===== config.mk =====
export PLATFORM = sky130hd
export DESIGN_NAME = exec_pipe
export DESIGN_NICKNAME = d
export VERILOG_FILES = /design/src/rtl/exec_pipe.sv
export SDC_FILE = /design/constraint.sdc
export NUM_CORES = 1
export LEC_CHECK = 0
export ABC_AREA = 1
export CORE_MARGIN = 5
export CORE_UTILIZATION = 50
export CTS_CLUSTER_SIZE = 20
export DETAILED_ROUTE_END_ITERATION = 16
export GPL_TIMING_DRIVEN = 1
export PLACE_DENSITY = 0.78
export SKIP_CTS_REPAIR_TIMING = 1
export SLEW_MARGIN = 20
export SYNTH_ARGS = -nofsm -noshare
export SYNTH_HDL_FRONTEND = slang
export SYNTH_SLANG_ARGS = --single-unit

===== constraint.sdc =====
create_clock -name clk -period 6.95 [get_ports clk]
set_clock_uncertainty 0.05 [all_clocks]
set_input_delay 2.085 -clock clk [delete_from_list [all_inputs] [get_ports clk]]
set_output_delay 2.085 -clock clk [all_outputs]
set_load 0.05 [all_outputs]

===== src/rtl/exec_pipe.sv =====
// Pipelined execute stage: NUM_ALU single-cycle ALU lanes plus one MUL_LAT-deep multiplier lane,
// each with valid/ready handshakes on issue and result; results carry {result, tag1, tag0}.
module exec_pipe #(
    parameter int unsigned DATA_W  = 16,
    parameter int unsigned TAG_W   = 5,
    parameter int unsigned IMM_W   = 5,
    parameter int unsigned NUM_ALU = 2,
    parameter int unsigned MUL_LAT = 3
) (
    input  logic                                  clk,
    input  logic                                  rst,

    input  logic [NUM_ALU-1:0]                    alu_in_valid,
    output logic [NUM_ALU-1:0]                    alu_in_ready,
    input  logic [NUM_ALU*(DATA_W+TAG_W)-1:0]     alu_r0,
    input  logic [NUM_ALU*(DATA_W+TAG_W)-1:0]     alu_r1,
    input  logic [NUM_ALU*IMM_W-1:0]              alu_imm,
    input  logic [NUM_ALU-1:0]                    alu_imm_sel,
    input  logic [NUM_ALU*4-1:0]                  alu_op,
    output logic [NUM_ALU-1:0]                    alu_res_valid,
    input  logic [NUM_ALU-1:0]                    alu_res_ready,
    output logic [NUM_ALU*(DATA_W+2*TAG_W)-1:0]   alu_res,

    input  logic                                  mul_in_valid,
    output logic                                  mul_in_ready,
    input  logic [DATA_W+TAG_W-1:0]               mul_r0,
    input  logic [DATA_W+TAG_W-1:0]               mul_r1,
    input  logic [IMM_W-1:0]                      mul_imm,
    input  logic                                  mul_imm_sel,
    output logic                                  mul_res_valid,
    input  logic                                  mul_res_ready,
    output logic [DATA_W+2*TAG_W-1:0]             mul_res,
    output logic                                  mul_busy
);

    localparam int unsigned OPND_W = DATA_W + TAG_W;
    localparam int unsigned RES_W  = DATA_W + 2 * TAG_W;
    localparam int unsigned SH_W   = $clog2(DATA_W);

    localparam logic [3:0] OP_ADD = 4'd0;
    localparam logic [3:0] OP_SUB = 4'd1;
    localparam logic [3:0] OP_AND = 4'd2;
    localparam logic [3:0] OP_OR  = 4'd3;
    localparam logic [3:0] OP_XOR = 4'd4;
    localparam logic [3:0] OP_SLL = 4'd5;
    localparam logic [3:0] OP_SRL = 4'd6;
    localparam logic [3:0] OP_SRA = 4'd7;

    // ALU lanes: one output register each, refilled in the same cycle it drains
    for (genvar i = 0; i < NUM_ALU; i++) begin : g_alu
        logic [DATA_W-1:0] a;
        logic [DATA_W-1:0] b;
        logic [DATA_W-1:0] result;
        logic [TAG_W-1:0]  tag0;
        logic [TAG_W-1:0]  tag1;
        logic [SH_W-1:0]   sh;
        logic              res_v;
        logic [RES_W-1:0]  res_q;
        logic              accept;

        always_comb begin
            a      = alu_r0[i*OPND_W+TAG_W +: DATA_W];
            tag0   = alu_r0[i*OPND_W +: TAG_W];
            b      = alu_imm_sel[i] ? DATA_W'(alu_imm[i*IMM_W +: IMM_W])
                                    : alu_r1[i*OPND_W+TAG_W +: DATA_W];
            tag1   = alu_imm_sel[i] ? '0 : alu_r1[i*OPND_W +: TAG_W];
            sh     = b[SH_W-1:0];
            result = '0;
            case (alu_op[i*4 +: 4])
                OP_ADD:  result = a + b;
                OP_SUB:  result = a - b;
                OP_AND:  result = a & b;
                OP_OR:   result = a | b;
                OP_XOR:  result = a ^ b;
                OP_SLL:  result = a << sh;
                OP_SRL:  result = a >> sh;
                OP_SRA:  result = DATA_W'($signed(a) >>> sh);
                default: result = '0;
            endcase
        end

        assign alu_in_ready[i] = !res_v || alu_res_ready[i];
        assign accept          = alu_in_valid[i] && alu_in_ready[i];

        always_ff @(posedge clk) begin
            if (rst) begin
                res_v <= 1'b0;
                res_q <= '0;
            end else if (accept) begin
                res_v <= 1'b1;
                res_q <= {result, tag1, tag0};
            end else if (alu_res_ready[i]) begin
                res_v <= 1'b0;
            end
        end

        assign alu_res_valid[i]         = res_v;
        assign alu_res[i*RES_W +: RES_W] = res_q;
    end

    // Multiplier lane: stage 0 in the low slice, output stage in the high slice
    logic [DATA_W-1:0]        ma;
    logic [DATA_W-1:0]        mb;
    logic [DATA_W-1:0]        mprod;
    logic [TAG_W-1:0]         mtag0;
    logic [TAG_W-1:0]         mtag1;
    logic [RES_W-1:0]         stage0;
    logic                     advance;
    logic [MUL_LAT-1:0]       mv;
    logic [MUL_LAT-1:0]       mv_shift;
    logic [MUL_LAT-1:0]       mv_nxt;
    logic [MUL_LAT*RES_W-1:0] md;
    logic [MUL_LAT*RES_W-1:0] md_shift;
    logic [MUL_LAT*RES_W-1:0] md_nxt;
    logic                     busy_q;

    always_comb begin
        ma     = mul_r0[OPND_W-1:TAG_W];
        mtag0  = mul_r0[TAG_W-1:0];
        mb     = mul_imm_sel ? DATA_W'(mul_imm) : mul_r1[OPND_W-1:TAG_W];
        mtag1  = mul_imm_sel ? '0 : mul_r1[TAG_W-1:0];
        mprod  = ma * mb;
        stage0 = {mprod, mtag1, mtag0};
    end

    if (MUL_LAT > 1) begin : g_shift
        assign mv_shift = {mv[MUL_LAT-2:0], mul_in_valid};
        assign md_shift = {md[(MUL_LAT-1)*RES_W-1:0], stage0};
    end else begin : g_single
        assign mv_shift = mul_in_valid;
        assign md_shift = stage0;
    end

    // A full output stage that is not being drained freezes every stage
    assign advance      = !(mv[MUL_LAT-1] && !mul_res_ready);
    assign mul_in_ready = advance;

    always_comb begin
        mv_nxt = mv;
        md_nxt = md;
        if (advance) begin
            mv_nxt = mv_shift;
            md_nxt = md_shift;
        end
    end

    always_ff @(posedge clk) begin
        if (rst) begin
            mv     <= '0;
            md     <= '0;
            busy_q <= 1'b0;
        end else begin
            mv     <= mv_nxt;
            md     <= md_nxt;
            busy_q <= |mv_nxt;
        end
    end

    assign mul_res_valid = mv[MUL_LAT-1];
    assign mul_res       = md[MUL_LAT*RES_W-1 -: RES_W];
    assign mul_busy      = busy_q;

endmodule


# ---- Word level (Yosys, flattened, before mapping)
# Index checks and enable logic that the tools add are counted.
dict set report word_totals {
  reg_bits 136
  word_cells 65
}
dict set report classes {
  addsub 4
  mul 1
  eq_ne 14
  shift 6
  muxes 13
  bitwise 6
  reduce_logical 14
}
# operator n
set op_table {}
lappend op_table {{16-bit case mux with 8 select lines} 2}
lappend op_table {{16-bit two-way mux} 3}
lappend op_table {{16-bit adder} 2}
lappend op_table {{16-bit bitwise AND} 2}
lappend op_table {{4-bit by 3-bit == test with 1-bit output, second input constant} 8}
lappend op_table {{16-bit OR} 2}
lappend op_table {{16-bit by 4-bit left shift with 16-bit output} 2}
lappend op_table {{16-bit by 4-bit >> shifter with 16-bit output} 2}
lappend op_table {{16-bit by 4-bit >>> shifter with 16-bit output} 2}
lappend op_table {{16-bit subtractor} 2}
lappend op_table {{16-bit bitwise XOR} 2}
lappend op_table {{4-bit by 2-bit == test with 1-bit output, second input constant} 4}
lappend op_table {{16-bit by 16-bit multiplier with 16-bit output} 1}
lappend op_table {{5-bit two-way mux} 3}
lappend op_table {{4-bit by 1-bit == test with 1-bit output, second input constant} 2}
lappend op_table {{4-bit zero test} 2}
lappend op_table {{1-bit zero test} 4}
lappend op_table {{1-bit two-way mux} 4}
lappend op_table {{2-bit nonzero test} 2}
lappend op_table {{1-bit logical AND} 3}
lappend op_table {{3-bit two-way mux} 1}
lappend op_table {{3-bit OR reduction} 1}
lappend op_table {{1-bit logical OR} 2}

# ---- Depth between registers and ports, before layout
# Gate-level depths: netlist of the first run.
dict set report logic_depth {
  word_depth 4
  mapped_depth 35
}

# ---- Least setup slack after synthesis of the first run
# OpenSTA, ideal clock, no wires.
dict set report synth_path {
  kind {input to register}
  startpoint {input mul_imm_sel}
  endpoint {register md[25]}
  arrival_time_ns 7.117
  slack_ns -0.272
  cell_stages 24
  path_buffers 1
  path_cell_list {buf_2 o21ai_1 inv_1 nand2_1 fa_1 fa_1 inv_1 fa_1 inv_1 fa_1 fa_1 fa_1 inv_1 ha_1 inv_1 nor4_1 nand2_1 nand3_1 a31oi_1 inv_1 nand3_1 nand3_1 nand2_1 inv_1}
}
dict set report synth_between {
  elab_chain_cells 2
}
# item line
set synth_lines {}
lappend synth_lines {{start, declared} 29} ;# input logic mul_imm_sel,
lappend synth_lines {{16-bit two-way mux} 120} ;# mb = mul_imm_sel ? DATA_W'(mul_imm) : mul_r1[OPND_W-1:TAG_W];
lappend synth_lines {{16-bit by 16-bit multiplier with 16-bit output} 122} ;# mprod = ma * mb;
lappend synth_lines {{end signal, assigned} 154} ;# md <= md_nxt;
lappend synth_lines {{end, declared} 112} ;# logic [MUL_LAT*RES_W-1:0] md;
# Every way passes these cells.
# A chain may end at the register's enable or synchronous reset.

# ---- Worst setup path in the final report of the first run
# Same ends and word-level chain as after synthesis.

==> results of run 1 <==
## tightest hold or removal path, stage by stage, from the launching register on
cell and delay (ns):
dfxtp_1 0.31, nand2_1 0.06, a21oi_1 0.05
## flip-flops by register name, summed over array words and instances, names as in the netlist
signal,count
mul_busy,1
g_alu.res_v,2
md,78
g_alu.res_q,52
mv,3
## layout make-up
type,count,area [sq um],area share
Sequential cell,136,2720,0.131
Multi-Input combinational cell,2018,12000,0.577
Timing Repair Buffer,378,3530,0.170
Tap cell,442,553,0.0266
Inverter,356,1360,0.0652
Clock inverter,15,204,0.00981
Clock buffer,17,425,0.0205
## through the flow
stage / worst slack (ns) / cell area [sq um] / hold WS (ns) / setup TNS [ns]
final: 0.0537 / 20800 / 0.413 / 0
after global routing: -0.131 / 20800 / 0.435 / -0.316
after detailed placement: -0.829 / 19800 / 0.404 / -4.36
after global placement: -0.677 / 19800 / 0.400 / -3.50
after floorplan: 0.0229 / 16500 / 0.384 / 0
after CTS: -0.379 / 20400 / 0.416 / -1.53
## placed cells by master (no fill, tap or decap), types with 19 or more instances in the layout
cell type and n:
a21oi_1 130, buf_4 126, clkdlybuf4s50_1 222, dfxtp_1 136
dlymetal6s2s_1 19, fa_1 80, ha_1 142, inv_1 314
inv_2 29, nand2_1 673, nand2_2 24, nand3_1 170
nor2_1 333, o211ai_1 19, o21ai_0 219, o21ai_1 27
xor2_1 35
## cells by family (layout without fill, tap and decap cells)
| logic type | Yosys count | after routing | share of synthesized area |
|---|---|---|---|
| simple gates | 1278 | 1278 | 0.320 |
| flops | 136 | 136 | 0.166 |
| xor+xnor | 42 | 42 | 0.0224 |
| compound gates | 467 | 467 | 0.159 |
| fa+ha+maj | 231 | 231 | 0.213 |
| buf+inv | 474 | 766 | 0.120 |
## per-layer routing
metal	up-vias	GRT usage	wire [microns]
met2	793	0.506	27000
met5	-	0	0
met4	0	0.100	1800
met3	118	0.0382	4120
li1	8958	-	-
met1	8560	0.420	25000
## power by group
part / internal [W] / total, W / leakage [nW] / switching, W
clock: 0.000552 / 0.000978 / 0.307 / 0.000427
combinational: 0.00145 / 0.00338 / 9.30 / 0.00193
sequential: 0.000875 / 0.000921 / 1.12 / 0.0000459
## how the worst max path moves through the flow
| stage | start | endpoint | slack (ns) | cells after the start |
|---|---|---|---|---|
| floorplan | mul_imm_sel | md[25]$_SDFFE_PP0N_ | 0.02 | 24 |
| global placement | mul_imm_sel | md[23]$_SDFFE_PP0N_ | -0.68 | 28 |
| detailed placement | mul_imm_sel | md[23]$_SDFFE_PP0N_ | -0.83 | 26 |
| CTS | mul_imm_sel | md[23]$_SDFFE_PP0N_ | -0.38 | 26 |
| global route | mul_imm_sel | md[25]$_SDFFE_PP0N_ | -0.13 | 27 |
| finish | mul_imm_sel | md[25]$_SDFFE_PP0N_ | 0.05 | 26 |
==> out/metrics.cfg, run 1 <==
[outcome]
status=completed

[layout]
drive_gt1_frac=0.0993
nNetsFinal=3298
final_cell_count_no_fill=3362
antennaDiodeCount=0
n_fill_cell=3015
fin_util=0.641
syn_to_final_growth_pct=26.6

[synth]
synth_nets=3019
ys_ff_latch=136
avgSynthCellArea_sq_um=6.25
synthTopCellsByArea=dfxtp_1 (17%), nand2_1 (16%), ha_1 (11%)
ys_seq_area_frac=0.166
synthArstFlopShare=0
ys.flop_type=dfxtp_1
ys_types=52
synth_top_cell_by_area=dfxtp_1
synthTopCellsByCount=nand2_1 (692), inv_1 (341), nor2_1 (338)
yosys_warnings=0
synth_top_area_share=0.166
synth_edf_count=0
synth_cells=2628
synth.most_common_cell=nand2_1
synth_area_sq_um=16400

[placed_design]
dp_hpwl_microns=46200
io_buffers=244
placed_cells=3318
gp_congestion=1.01

[sta]
slew_viol_final=0
hold_violations=0
period_minus_slack_ns=6.90
slew_headroom=0.278
tightestPinTransition_ns=1.08
setup_viol=0
timing.final.crit_share=0.992
rsz0062_at_grt=yes
max_freq_ghz=0.145

[hold_path]
hold-path-endpoint=g_alu[1].res_q[16]$_SDFFE_PP0P_
hp-class=register to register
hp-start=g_alu[1].res_q[16]$_SDFFE_PP0P_
hold_depth=2

[cts]
cts_tree=done
clk_latency_ns=0.43
cts_sinks=136
cts_buffers=17
htreeDepth=4
clockRootBuffer=clkbuf_16
clk_pin_slew_ns=0.07
cts_max_path_buffers=2

[setup_path]
worstPathMaxFanout=4
r2r_slack_ns=4.40
rr_worst_depth=5
slowest_delay_ns=0.52
critPathKind=primary input to register
cpMaxStageDelayCell=fa_1
cp-end-kind=register
crit_top_cell=fa_1
r2r_end=g_alu[1].res_q[8]$_SDFFE_PP0P_
worstReg2RegStart=g_alu[1].res_v$_SDFFE_PP0P_
required_ns=7.23
critPathTopFamily=adder cells
start_kind=primary input
cp.buffers_inverters=9
arrival_ns=7.18

[floorplanning]
die_h_microns=191
initial_core_util=0.506
num_rows=66
core_area_sq_um=32500
dieWidth_microns=191
die_area_sq_um=36600
io_pins=245

[drt]
firstDrtPassIters=5
avgViaCountPerCell=5.48
finalWirelength_microns=57900
drt_iter0_drc=1665
drc=0
avgRoutedWirePerCell_microns=17.2
ant_nets=0
via_count=18400

[job]
drv_cap=0

[power]
power_leakage_nw=10.7
total_power_w=0.00528
max-vdd-ir-drop_uv=305
power_density_nw_per_um2=254

[global_route]
overflow=0
grt_max_degree=86
grt_pass1_vias=17500
grt_pass1_wl_microns=91200
antenna_found_initial=0
track_usage=0.307

No activity file was read; power rests on OpenSTA's default activity.
==> inputs of run 2 (changes only) <==
--- a/config.mk
+++ b/config.mk
@@ -6,12 +6,13 @@
 export NUM_CORES = 1
 export LEC_CHECK = 0
 export ABC_AREA = 1
+export CAP_MARGIN = 15
 export CORE_MARGIN = 5
-export CORE_UTILIZATION = 50
+export CORE_UTILIZATION = 51
 export CTS_CLUSTER_SIZE = 20
 export DETAILED_ROUTE_END_ITERATION = 16
 export GPL_TIMING_DRIVEN = 1
-export PLACE_DENSITY = 0.78
+export PLACE_DENSITY = 0.79
 export SKIP_CTS_REPAIR_TIMING = 1
 export SLEW_MARGIN = 20
 export SYNTH_ARGS = -nofsm -noshare
==> run 2 against run 1 <==
Compared with the run above: the run now ends with negative setup slack left; design area is 0.57% higher; first-iteration DRC count is 6.5% higher; total power is 3.6% higher; combinational power grew 6%; sequential cell count did not move; critical endpoint unchanged.
==> out/metrics.cfg, run 2 (synthesized netlist as in run 1, its figures left out) <==
[outcome]
status=finished, violations left
violations=negative setup slack

[layout]
syn_to_final_growth_pct=27.3
nNetsFinal=3305  ; +0.21%
largest_register=md
antennaDiodeCount=0  ; unchanged
final_common_cell=nand2_1
drive_gt1_frac=0.110  ; +0.0104
mostFrequentLayoutCells=nand2_1 (664), nor2_1 (328), inv_1 (305)
n_fill_cell=2856  ; -5.3%
largest_register_ffs=78  ; unchanged
reg_top3=md (78), g_alu.res_q (52), mv (3)

[power]
power_leakage_nw=10.8  ; +0.69%
p_sw_frac=0.456  ; +0.000972
combinationalPowerShare=0.653  ; +0.013
pwr-share-clk=0.178  ; -0.007
total_power_w=0.00546  ; +3.6%
p_seq_frac=0.168  ; -0.007
p_int_w=0.00297  ; +3.4%
max-vdd-ir-drop_uv=325  ; +6.6%
switchingPower_w=0.00249  ; +3.8%
power_density_nw_per_um2=261  ; +3.0%

[global_route]
grtUsageMet1=0.416  ; -0.00348
met3_usage=0.0481  ; +0.00995
grt_pass1_wl_microns=92700  ; +1.6%
overflow=0  ; unchanged
grt_util_met2=0.538  ; +0.0318
track_usage=0.319  ; +0.0114
antenna_found_initial=0  ; unchanged
grt_pass1_vias=17600  ; +0.70%
grt_max_degree=86  ; unchanged
grt-busiest-layer=met2

[setup_path]
worstPathMaxFanout=7  ; +3
cpMaxStageDelayCell=fa_2
rr_worst_depth=5  ; unchanged
cp.depth=29  ; +12%
arrival_ns=7.25  ; +0.07 ns
start_kind=primary input
r2r_end=g_alu[1].res_q[16]$_SDFFE_PP0P_
worstReg2RegStart=g_alu[1].res_v$_SDFFE_PP0P_
crit_top_cell=fa_1
critPathTopFamily=adder cells
r2r_slack_ns=4.35  ; -0.05 ns
cp-end-kind=register
critPathKind=primary input to register
cp.buffers_inverters=12  ; +3
required_ns=7.23  ; about the same
slowest_delay_ns=0.58  ; +0.06 ns

[drt]
firstDrtPassIters=8  ; +3
ant_nets=0  ; unchanged
finalWirelength_microns=60100  ; +3.7%
drc=0  ; unchanged
avgViaCountPerCell=5.58  ; +1.9%
avgRoutedWirePerCell_microns=18.0  ; +4.7%
via_count=18600  ; +0.87%
drt_iter0_drc=1773  ; +6.5%

[floorplanning]
die_h_microns=189  ; -0.93%
initial_core_util=0.518  ; +0.0117
core_area_sq_um=31700  ; -2.3%
io_pins=245  ; unchanged
dieWidth_microns=189  ; -0.93%
num_rows=65  ; -1.5%
die_area_sq_um=35900  ; -1.9%

[sta]
setup_slack_ns=-0.0162  ; -0.0699 ns
max_freq_ghz=0.144  ; -1.0%
slew_headroom=0.349  ; +0.0713
hold_violations=0  ; unchanged
setup_viol=1  ; +1
tightestPinTransition_ns=0.977  ; -0.101 ns
slew_viol_final=0  ; unchanged
timing.final.crit_share=1.00  ; +0.0101
period_minus_slack_ns=6.97  ; +0.0699 ns

[cts]
cts_tree=done
htreeDepth=4  ; unchanged
cts_max_path_buffers=2  ; unchanged
clockRootBuffer=clkbuf_16
cts_sinks=136  ; unchanged
clk_pin_slew_ns=0.07  ; about the same
clk_latency_ns=0.43  ; about the same
cts_buffers=17  ; unchanged

[placed_design]
pre_cts_ws_ns=-0.822  ; +0.00762 ns
io_buffers=244  ; unchanged
gp_congestion=1.05  ; +3.8%
dp_hpwl_microns=47400  ; +2.6%

[job]
drv_cap=0  ; unchanged

[hold_path]
hp-start=md[9]$_SDFFE_PP0N_
hold_depth=2  ; unchanged
hp-class=register to register
hold-path-endpoint=md[9]$_SDFFE_PP0N_

run 2: layer usage:
| metal | up-vias | wire length, microns | share of wire |
|---|---|---|---|
| met2 | 827 | 28300 | 0.47 |
| met4 | 0 | 2330 | 0.039 |
| met5 | - | 0 | 0 |
| met3 | 142 | 4370 | 0.073 |
| li1 | 8973 | - | - |
| met1 | 8647 | 25000 | 0.42 |
run 2: area by class of cell:
cell class	count	area, sq um	area share
Timing Repair Buffer	385	3620	0.173
Clock inverter	15	199	0.00951
Inverter	356	1370	0.0653
Tap cell	402	503	0.0241
Clock buffer	17	425	0.0203
Sequential cell	136	2720	0.130
Multi-Input combinational cell	2018	12100	0.578
run 2: worst max-delay path by stage:
stage | startpoint | endpoint | slack (ns)
6_report | mul_imm_sel | md[25]$_SDFFE_PP0N_ | -0.02
5_1_grt | mul_imm_sel | md[25]$_SDFFE_PP0N_ | -0.14
4_1_cts | mul_imm_sel | md[23]$_SDFFE_PP0N_ | -0.41
3_5_place_dp | mul_imm_sel | md[23]$_SDFFE_PP0N_ | -0.82
3_3_place_gp | mul_imm_sel | md[23]$_SDFFE_PP0N_ | -0.63
2_1_floorplan | mul_imm_sel | md[25]$_SDFFE_PP0N_ | 0.02
run 2: power groups by stage:
| stage | sequential [W] | combinational (W) | clock (W) |
|---|---|---|---|
| 5_1_grt | 0.000929 | 0.00391 | 0.00103 |
| 3_3_place_gp | 0.000932 | 0.00288 | 0 |
| 4_1_cts | 0.000919 | 0.00300 | 0.000987 |
| 6_report | 0.000920 | 0.00357 | 0.000974 |
| 2_1_floorplan | 0.000990 | 0.00184 | 0 |
| 3_5_place_dp | 0.000935 | 0.00297 | 0 |
run 2: stage by stage:
step,std cells,utilization,setup TNS [ns],hold slack (ns),cell area [sq um]
4_1_cts,3312,0.642,-1.57,0.415,20400
5_1_grt,3329,0.659,-0.231,0.440,20900
2_1_floorplan,2628,-,0,0.384,16500
3_3_place_gp,3280,0.622,-3.42,0.400,19700
3_5_place_dp,3280,0.622,-4.39,0.404,19700
6_report,3329,0.659,-0.0162,0.412,20900
run 2: worst min-delay path: stages (launching register included):
cell and delay (ns):
dfxtp_1 0.31, nand2_1 0.06, a21oi_1 0.05
==> inputs of run 3 (changes only) <==
--- a/config.mk
+++ b/config.mk
@@ -12,6 +12,7 @@
 export CTS_CLUSTER_SIZE = 20
 export DETAILED_ROUTE_END_ITERATION = 16
 export GPL_TIMING_DRIVEN = 1
+export HOLD_SLACK_MARGIN = 0.08
 export PLACE_DENSITY = 0.79
 export SKIP_CTS_REPAIR_TIMING = 1
 export SLEW_MARGIN = 20
==> results of run 3 <==
Final layout, timing and power as in run 2 (identical DEF).
